$ cat config.mk
export PLATFORM = sky130hd
export DESIGN_NAME = uart_tx_fifo
export DESIGN_NICKNAME = d
export VERILOG_FILES = /design/src/rtl/uart_tx_fifo.sv
export SDC_FILE = /design/constraint.sdc
export NUM_CORES = 1
export LEC_CHECK = 0
export ABC_AREA = 1
export ABC_CLOCK_PERIOD_IN_PS = 2500
export BUFFER_PORTS_ARGS = -buffer_cell sky130_fd_sc_hd__buf_2
export CORE_ASPECT_RATIO = 1.4
export CORE_MARGIN = 1
export CORE_UTILIZATION = 43
export DETAILED_ROUTE_END_ITERATION = 16
export SYNTH_ARGS = -nofsm -noshare
export SYNTH_HDL_FRONTEND = slang
export SYNTH_SLANG_ARGS = --single-unit
$ cat constraint.sdc
create_clock -name i_clk -period 2.5 [get_ports i_clk]
set_input_delay 0.375 -clock i_clk [delete_from_list [all_inputs] [get_ports i_clk]]
set_output_delay 0.375 -clock i_clk [all_outputs]
set_load 0.02 [all_outputs]
$ cat src/rtl/uart_tx_fifo.sv
// 8N1 UART transmitter, LSB first, fed by a small valid/ready byte FIFO.
// Frames are sent back-to-back while the FIFO holds data.
module uart_tx_fifo #(
    parameter int unsigned CLKS_PER_BAUD_PERIOD = 434,
    parameter int unsigned FIFO_DEPTH           = 4
) (
    input  logic                          i_clk,
    input  logic                          i_rst,
    input  logic                          i_data_valid,
    input  logic [7:0]                    i_data_byte,
    output logic                          o_data_ready,
    output logic                          o_tx_data_line,
    output logic                          o_tx_busy,
    output logic                          o_tx_done,
    output logic [$clog2(FIFO_DEPTH):0]   o_fifo_count
);

    localparam int unsigned PTR_W  = $clog2(FIFO_DEPTH);
    localparam int unsigned CNT_W  = PTR_W + 1;
    localparam int unsigned BAUD_W = $clog2(CLKS_PER_BAUD_PERIOD);
    localparam logic [BAUD_W-1:0] BAUD_LAST = BAUD_W'(CLKS_PER_BAUD_PERIOD - 1);
    localparam logic [CNT_W-1:0]  CNT_FULL  = CNT_W'(FIFO_DEPTH);

    typedef enum logic [2:0] {
        S_IDLE,
        S_START_BIT,
        S_DATA_BITS,
        S_STOP_BIT,
        S_CLEANUP
    } state_t;

    state_t              r_state;
    state_t              w_state_next;
    logic [7:0]          r_mem [FIFO_DEPTH];
    logic [PTR_W-1:0]    r_wr_ptr;
    logic [PTR_W-1:0]    r_rd_ptr;
    logic [CNT_W-1:0]    r_count;
    logic [CNT_W-1:0]    w_count_next;
    logic                w_push;
    logic                w_pop;
    logic [7:0]          r_shift;
    logic [BAUD_W-1:0]   r_baud;
    logic [BAUD_W-1:0]   w_baud_next;
    logic [2:0]          r_bit;
    logic [2:0]          w_bit_next;
    logic                w_line_next;
    logic                r_tx_line;
    logic                r_ready;
    logic                r_busy;
    logic                r_done;

    assign w_push       = i_data_valid && r_ready;
    assign w_count_next = r_count + CNT_W'(w_push) - CNT_W'(w_pop);

    // Storage needs no reset: pointers and count define what is valid.
    always_ff @(posedge i_clk) begin
        if (w_push) begin
            r_mem[r_wr_ptr] <= i_data_byte;
        end
    end

    always_ff @(posedge i_clk) begin
        if (i_rst) begin
            r_state   <= S_IDLE;
            r_wr_ptr  <= '0;
            r_rd_ptr  <= '0;
            r_count   <= '0;
            r_shift   <= '0;
            r_baud    <= '0;
            r_bit     <= '0;
            r_tx_line <= 1'b1;
            r_ready   <= 1'b1;
            r_busy    <= 1'b0;
            r_done    <= 1'b0;
        end else begin
            r_state   <= w_state_next;
            r_baud    <= w_baud_next;
            r_bit     <= w_bit_next;
            r_count   <= w_count_next;
            r_ready   <= (w_count_next != CNT_FULL);
            r_tx_line <= w_line_next;
            r_busy    <= (r_state != S_IDLE);
            r_done    <= (r_state == S_CLEANUP);
            if (w_push) begin
                r_wr_ptr <= r_wr_ptr + 1'b1;
            end
            if (w_pop) begin
                r_rd_ptr <= r_rd_ptr + 1'b1;
                r_shift  <= r_mem[r_rd_ptr];
            end
        end
    end

    // Line level is decided from the current state and registered one cycle later.
    always_comb begin
        w_state_next = r_state;
        w_baud_next  = r_baud;
        w_bit_next   = r_bit;
        w_pop        = 1'b0;
        w_line_next  = 1'b1;
        case (r_state)
            S_IDLE: begin
                if (r_count != '0) begin
                    w_pop        = 1'b1;
                    w_baud_next  = '0;
                    w_bit_next   = '0;
                    w_state_next = S_START_BIT;
                end
            end
            S_START_BIT: begin
                w_line_next = 1'b0;
                if (r_baud == BAUD_LAST) begin
                    w_baud_next  = '0;
                    w_state_next = S_DATA_BITS;
                end else begin
                    w_baud_next = r_baud + 1'b1;
                end
            end
            S_DATA_BITS: begin
                w_line_next = r_shift[r_bit];
                if (r_baud == BAUD_LAST) begin
                    w_baud_next = '0;
                    if (r_bit == 3'd7) begin
                        w_state_next = S_STOP_BIT;
                    end else begin
                        w_bit_next = r_bit + 3'd1;
                    end
                end else begin
                    w_baud_next = r_baud + 1'b1;
                end
            end
            S_STOP_BIT: begin
                if (r_baud == BAUD_LAST) begin
                    w_baud_next  = '0;
                    w_state_next = S_CLEANUP;
                end else begin
                    w_baud_next = r_baud + 1'b1;
                end
            end
            S_CLEANUP: begin
                w_state_next = S_IDLE;
            end
            default: begin
                w_state_next = S_IDLE;
            end
        endcase
    end

    assign o_data_ready   = r_ready;
    assign o_tx_data_line = r_tx_line;
    assign o_tx_busy      = r_busy;
    assign o_tx_done      = r_done;
    assign o_fifo_count   = r_count;

endmodule

Word-level counts from Yosys, hierarchy flattened:

Memories as Yosys holds them, arrays and structs flattened. A register that Yosys moved wholly into a read port is not among the register bits.
Index checks and enable logic that the tools add are counted.

* $add $sub $neg: 6
* multiplexer cells: 20
* equality and inequality tests: 13
* reduce and logical (&&, ||, !) cells: 10
* $lt $le $gt $ge: 1

Operators with widths (number)
* $mux W3: 8
* $mux W9: 2
* $pmux W9 S2: 1
* $ne A2 B2 Y1 const B: 6
* $pmux W3 S4: 1
* $add A9 B1 Y9 const B: 1
* $eq A9 B9 Y1 const B: 1
* $eq A3 B2 Y1 const B: 2
* $eq A3 B3 Y1 const B: 2
* $pmux W3 S2: 1
* $reduce_bool A3 Y1: 2
* $mux W1: 5
* $reduce_and A5 Y1: 1
* $add A2 B1 Y2 const B: 2
* $lt A3 B4 Y1 const B: 1
* $reduce_and A4 Y1: 1
* $reduce_bool A2 Y1: 2
* $add A3 B1 Y3: 1
* $add A3 B1 Y3 const B: 1
* $bmux W1 S3: 1
* $eq A3 B1 Y1 const B: 1
* $logic_not A3 Y1: 1
* $ne A3 B3 Y1 const B: 1
* $reduce_or A3 Y1: 1
* other kinds (4): 4

* output and inout bits: 7
* memories: 1
* RAM bits: 32
* bits of input ports: 11
* register bits: 26
* word-level logic and storage cells: 61

Memory list
* r_mem: depth 4, width 8, rd ports 1, clocked after memory_dff 1, wr ports 1, RTL line 34 `logic [7:0] r_mem [FIFO_DEPTH];`

Depth between registers and ports, before layout:

Gate-level depths: netlist of the first run.

* depth in word-level cells: 5
* gate-level depth with buffers: 12

Worst setup path after synthesis of the first run:

Ideal clock, no wire load.

* path kind: reg2reg
* start point: register r_count[1] (netlist: o_fifo_count[1])
* end point: register r_ready (netlist: o_data_ready)
* arrival time: 2.043 ns
* buffers on the path: 1
* stages on the path, launching flop included: 13
* library setup time: 0.123 ns
* path slack: 0.334 ns
* clock period less this slack: 2.166 ns
* path through: dfxtp_1 nor2_1 nand2_1 inv_2 nor2_8 buf_8 ha_1 inv_1 ha_1 fa_1 xnor2_1 nor2_1 nand3_1

* longest elaborated chain between the ends: 5
* elaborated cells on any way between the ends: 6

Ends and longest elaborated chain
* start: declaration: RTL line 37 `logic [CNT_W-1:0] r_count;`
* start signal: assignment: RTL line 79 `r_count <= w_count_next;`
* $reduce_bool A3 Y1: RTL line 103 `if (r_count != '0) begin`
* $mux W1: RTL line 103
* $mux W1: RTL line 101 `case (r_state)`
* net w_pop: RTL line 40 `logic w_pop;`
* $sub A3 B1 Y3: RTL line 53 `assign w_count_next = r_count + CNT_W'(w_push) - CNT_W'(w_pop);`
* $ne A3 B3 Y1: RTL line 80 `r_ready <= (w_count_next != CNT_FULL);`
* end signal: assignment: RTL line 80
* end: declaration: RTL line 48 `logic r_ready;`

The timed path passes the listed nets, and every way through them passes these cells.
A chain may end at the register's enable or synchronous reset.

Worst setup path in the final report of the first run:

* start point: register r_count[1] (netlist: o_fifo_count[1])
* end point: register r_ready (netlist: o_data_ready)

* longest elaborated chain between the ends: 5
* elaborated cells on any way between the ends: 6

Ends and longest elaborated chain (RTL line)
* parallel branches: the longest is 3 deep, another holds $add A3 B1 Y3
* $sub A3 B1 Y3 *: 53
* $ne A3 B3 Y1 *: 80

Every way passes the cells marked *.

==> impl_metrics.tcl, run 1 <==
set metrics [dict create \
    peakVddDrop_mv 0.503 \
    antenna_found_initial 0 \
    grt_overflow 0 \
    tightest_slew_ps 560 \
    cp.arrival_ps 2320 \
    max_freq_mhz 479 \
    finalSetupViolations 0 \
    port_buffers 17 \
    slowest_delay_ps 370 \
    slew_viol_final 0 \
    pwr-share-comb_pct 36.1 \
    cts.clk_slew.worst_paths_ps 80 \
    postCtsHoldBufs 0 \
    die_y_um 100 \
    syn_nets 342 \
    period_share_pct 83.4 \
    n_antenna_cell 0 \
    whs_ps 247 \
    grt_pass1_vias 2115 \
    hold_class "in2reg" \
    finalNetCount 368 \
    crit_type "reg2reg" \
    rsz0062_at_grt "false" \
    final_common_cell "nor2_1" \
    cp_cell_sequence "nor2_1, nand2_1, inv_2, nor2_8, ha_1, inv_1, ha_1, fa_1, xnor2_1, nor2_1, nand3_1" \
    die_area_mm2 0.00726 \
    place_congestion 0.857 \
    root_buffer "clkbuf_8" \
    drtAntennaViolNets 0 \
    p_sw_w 0.00143 \
    powerDensity_mw_per_mm2 1090 \
    ys_types 33 \
    post_cts_buffers 0 \
    tns_ps 0 \
    clockPowerShare_pct 24.5 \
    ys_seq_area_share_pct 55.2 \
    core_mm2 0.00661 \
    crit_fanout 18 \
    synthCells 320 \
    avgRoutedWirePerCell_um 12.5 \
    p_leak_nw 1.34 \
    vias 2125 \
    fill_cells 626 \
    dp_cells 427 \
    grt_use_total_pct 17.3 \
    initial_core_util_pct 45.0 \
    cts_resized 0 \
    wl_um 5520 \
    syn_area_per_cell_um2 9.29 \
    final_cell_mix "60 x nor2_1, 36 x nand2_1, 36 x o21ai_0" \
    hold_viol 0 \
    swShare_pct 38.7 \
    critPathLaunchType "register" \
    multi_input_area_mm2 0.00113 \
    cts_buffers 9 \
    drt_iter0_drc 137 \
    ys_seq_elements 66 \
    p_int_w 0.00226 \
    cts_tree "yes" \
    grt_max_degree 19 \
    critPathCaptureType "register" \
    required_ps 2730 \
    p_total_w 0.00369 \
    final_util_pct 51.0 \
    skew_ps 9.24 \
    vias_per_cell 4.80 \
    drive_gt1_share_pct 17.9 \
    row_count 35 \
    worstSkewPairLatency_ps 340 \
    die_w_um 72.3 \
    grt_pass1_wl_um 9430 \
    cap_violations 0 \
    syn_to_final_growth_pct 13.3 \
    cpMaxStageDelayCell "fa_1" \
    cts_buffer_depth 2 \
    synth_area_mm2 0.00297 \
    fin_cells 443 \
    drt-pass1-iter-count 4 \
    clock_sinks 66 \
    pwr-share-seq_pct 39.4 \
    h-tree-depth 3 \
    top_level_ports 18 \
    yosysWarnings 0 \
    seq_area_mm2 0.00164 \
    slew_headroom_pct 62.6 \
    status "finished clean" \
    drcViolationCount 0 \
    period_needed_ps 2090 \
    hpwlAfterDp_um 3940 \
]
state kept, by name (all words and copies together) (netlist names), 2 cells and up:
signal / cells
r_mem: 32
r_wr_ptr: 2
r_rd_ptr: 2
o_fifo_count: 3
r_baud: 9
r_state: 3
r_shift: 8
r_bit: 3
kinds of logic (layout without fill, tap and decap cells):
| kind of cell | Yosys count | in the layout | share of synthesized area, % |
|---|---|---|---|
| and+or+nand+nor | 128 | 128 | 20.4 |
| AOI/OAI and AO/OA | 64 | 64 | 11.7 |
| DFF | 66 | 66 | 55.2 |
| adders and majority gates | 11 | 11 | 4.88 |
| buffers and inverters | 48 | 79 | 6.90 |
| xor gates and xnor gates | 3 | 3 | 0.884 |
power by group through the flow:
stage	clock, W	sequential (W)	combinational, W
finish	0.000903	0.00145	0.00133
global route	0.000969	0.00148	0.00154
global placement	0	0.00147	0.00134
floorplan	0	0.00148	0.00108
CTS	0.000927	0.00146	0.00136
detailed placement	0	0.00148	0.00135
worst paths after layout:
path	slack (ps)	cells past startpoint	startpoint	endpoint
hold reg to reg	500	2	r_baud[5]	r_baud[5]
setup reg to reg	410	11	o_fifo_count[1]	o_data_ready
setup / recovery	410	11	o_fifo_count[1]	o_data_ready
hold / removal	250	1	i_data_byte[1]	r_mem[3][1]
through the flow:
stage	instance area, um^2	worst slack [ps]
final	3370	414
after floorplan	2970	334
after CTS	3370	378
after global placement	3170	434
after global routing	3370	229
after detailed placement	3170	381
cell type report:
class | instances | area share (%)
sequential | 66 | 48.7
inverter | 41 | 4.79
multi-input combinational | 206 | 33.5
clock inverter | 7 | 2.30
clock buffer | 9 | 3.68
timing repair buffer | 22 | 3.64
tap | 92 | 3.42
synth_stat cells:
| master | count | area [um^2] |
|---|---|---|
| a21oi_1 | 13 | 65.1 |
| a31oi_1 | 8 | 50.1 |
| a41oi_1 | 1 | 8.76 |
| buf_2 | 5 | 25.0 |
| buf_8 | 1 | 15.0 |
| clkbuf_1 | 1 | 3.75 |
| clkinv_1 | 1 | 3.75 |
| dfxtp_1 | 34 | 681 |
| edfxtp_1 | 32 | 961 |
| fa_1 | 1 | 20.0 |
| ha_1 | 10 | 125 |
| inv_1 | 32 | 120 |
| inv_2 | 6 | 22.5 |
| inv_4 | 1 | 6.26 |
| inv_6 | 1 | 8.76 |
| nand2_1 | 36 | 135 |
| nand2_2 | 3 | 18.8 |
| nand2_4 | 5 | 56.3 |
| nand3_1 | 12 | 60.1 |
| nand3b_4 | 1 | 20.0 |
| nand4_1 | 2 | 12.5 |
| nor2_1 | 60 | 225 |
| nor2_2 | 2 | 12.5 |
| nor2_4 | 2 | 22.5 |
| nor2_8 | 1 | 20.0 |
| nor3_1 | 3 | 15.0 |
| nor3_2 | 1 | 10.0 |
| o21ai_0 | 36 | 180 |
| o21ai_2 | 2 | 17.5 |
| o21bai_1 | 1 | 7.51 |
| o22ai_1 | 3 | 18.8 |
| xnor2_1 | 2 | 17.5 |
| xor2_1 | 1 | 8.76 |
critical path: cells and delay by family, from the launching register on:
family,cells,cell delay [ps]
adders and majority gates,3,820
and+or+nand+nor,5,480
DFF,1,340
buffers and inverters,2,190
xor gates and xnor gates,1,130
routing by layer:
| layer | global-route usage (%) | up-vias | share of wire (%) |
|---|---|---|---|
| li1 | - | 1121 | - |
| met1 | 19.2 | 957 | 44 |
| met2 | 30.3 | 34 | 51 |
| met3 | 3.11 | 13 | 3.0 |
| met4 | 10.4 | 0 | 2.3 |
| met5 | 0 | - | 0 |
(Power assumes the default switching activity.)
==> run 2, diff against run 1 <==
Settings changed: ABC_CLOCK_PERIOD_IN_PS 2500 to 1700.
Clock period 2.5 ns to 1.7 ns, I/O delays scaled along.
==> impl_metrics.tcl, run 2 (same netlist as run 1, synthesis figures left out) <==
set metrics [dict create \
    slowest_delay_ps 360 \
    clock_sinks 66 \
    drcViolationCount 0 \
    slew_viol_final 0 \
    critPathCaptureType "register" \
    worst_slack_ps -152 \
    port_buffers 17 \
    r2r_cells 11 \
    whs_ps 128 \
    crit_fanout 2 \
    slew_headroom_pct 62.8 \
    avgRoutedWirePerCell_um 12.2 \
    largest_register_ffs 32 \
    period_share_pct 109 \
    peakVddDrop_mv 0.838 \
    drt-pass1-iter-count 4 \
    core_mm2 0.00661 \
    drive_gt1_share_pct 24.2 \
    top_level_ports 18 \
    powerDensity_mw_per_mm2 1660 \
    final_cell_mix "59 x nor2_1, 36 x o21ai_0, 35 x nand2_1" \
    wl_um 5600 \
    grt_use_total_pct 18.0 \
    largest_register "r_mem" \
    period_needed_ps 1850 \
    row_count 35 \
    hold_class "in2reg" \
    tns_ps -353 \
    path_common_cell "ha_4" \
    cts_tree "yes" \
    grt_max_degree 19 \
    status "complete, but fails checks" \
    p_leak_nw 1.45 \
    finalSetupViolations 3 \
    cpMaxStageDelayCell "dfxtp_4" \
    required_ps 1930 \
    skew_ps 5.29 \
    finalNetCount 385 \
    hold-path-cell-count 1 \
    syn_to_final_growth_pct 19.9 \
    cts.clk_slew.worst_paths_ps 80 \
    place_congestion 0.786 \
    rsz0062_at_grt "true" \
    n_antenna_cell 0 \
    vias 2182 \
    die_w_um 72.3 \
    hpwlAfterDp_um 4060 \
    reg_top3 "r_mem x32, r_baud x9, r_shift x8" \
    h-tree-depth 3 \
    hold_viol 0 \
    root_buffer "clkbuf_8" \
    crit_type "reg2reg" \
    die_area_mm2 0.00726 \
    cp.arrival_ps 2080 \
    tightest_slew_ps 558 \
    cts_buffer_depth 2 \
    die_y_um 100 \
    final_common_cell "nor2_1" \
    fin_cells 460 \
    drtAntennaViolNets 0 \
    worstSkewPairLatency_ps 340 \
    grt_overflow 0 \
    drt_iter0_drc 55 \
    grt_pass1_wl_um 9780 \
    dp_cells 442 \
    violations "setup timing" \
    cap_violations 0 \
    cp_cell_sequence "nor2_4, nand2_2, inv_4, nor2_8, ha_4, inv_2, ha_4, fa_2, xnor2_1, nor2_1, nand3_1" \
    vias_per_cell 4.74 \
    initial_core_util_pct 45.0 \
    grt_pass1_vias 2189 \
    max_freq_mhz 540 \
    critPathLaunchType "register" \
    cts_buffers 9 \
    antenna_found_initial 0 \
]
run 2: cell count changes in the layout (fill, tap and decap cells not counted), moves of 2 or more:
| cell | delta |
|---|---|
| buf_4 | +17 |
| ha_1 | -2 |
| inv_1 | -2 |
| ha_4 | +2 |
| dfxtp_1 | -2 |
| clkinvlp_4 | -2 |
run 2: what timing repair did:
item | CTS | global route
hold buffers | 0 | 0
resized for setup | 1 | 4
buffers inserted | 0 | 2
hold endpoints to repair | 0 | 0
pin swaps | 0 | 2
endpoints found under the setup margin | 3 | 3
run 2: worst paths after layout:
check                           slack [ps]             from      endpoint
worst max-delay path                  -150  o_fifo_count[1]  o_data_ready
worst min register to register         510        r_baud[7]     r_baud[7]
worst min-delay path                   130   i_data_byte[5]   r_mem[2][5]
worst max register to register        -150  o_fifo_count[1]  o_data_ready
run 2: layout make-up:
class | instances | area (um^2)
clock buffer | 9 | 124
clock inverter | 7 | 101
fill | 605 | 3050
inverter | 41 | 164
multi-input combinational | 206 | 1160
sequential | 66 | 1650
tap | 92 | 115
timing repair buffer | 39 | 250
run 2: where the power goes:
part / internal (W) / switching (W) / leakage (nW) / total [W]
Combinational: 0.000928 / 0.00139 / 0.765 / 0.00232
Sequential: 0.00196 / 0.000157 / 0.574 / 0.00212
Clock: 0.000838 / 0.000641 / 0.106 / 0.00148
Total: 0.00373 / 0.00219 / 1.45 / 0.00592
run 2: metal layers:
layer  share of wire [%]  vias up  GRT usage [%]  wire length [um]
met5                   0        -              0                 0
met2                  53       23           31.4              2940
met1                  44     1001           20.4              2450
met4                 1.7        0           9.35                95
met3                 2.1       11           3.51               116
li1                    -     1147              -                 -
run 2: per-stage QoR:
step	setup slack [ps]	power [W]	util, %	cell area (um^2)
after floorplan	-338	0.00382	-	3010
after global placement	-143	0.00438	50.1	3310
after detailed placement	-163	0.00442	50.1	3310
after CTS	-171	0.00593	53.5	3540
after global routing	-243	0.00640	53.9	3570
final	-152	0.00592	53.9	3570
run 2: critical path, delay by kind of cell, from the launching register on:
kind	cells	cell delay, ps
simple gates	5	430
flops	1	360
xor+xnor	1	130
buf+inv	2	110
fa+ha+maj	3	720
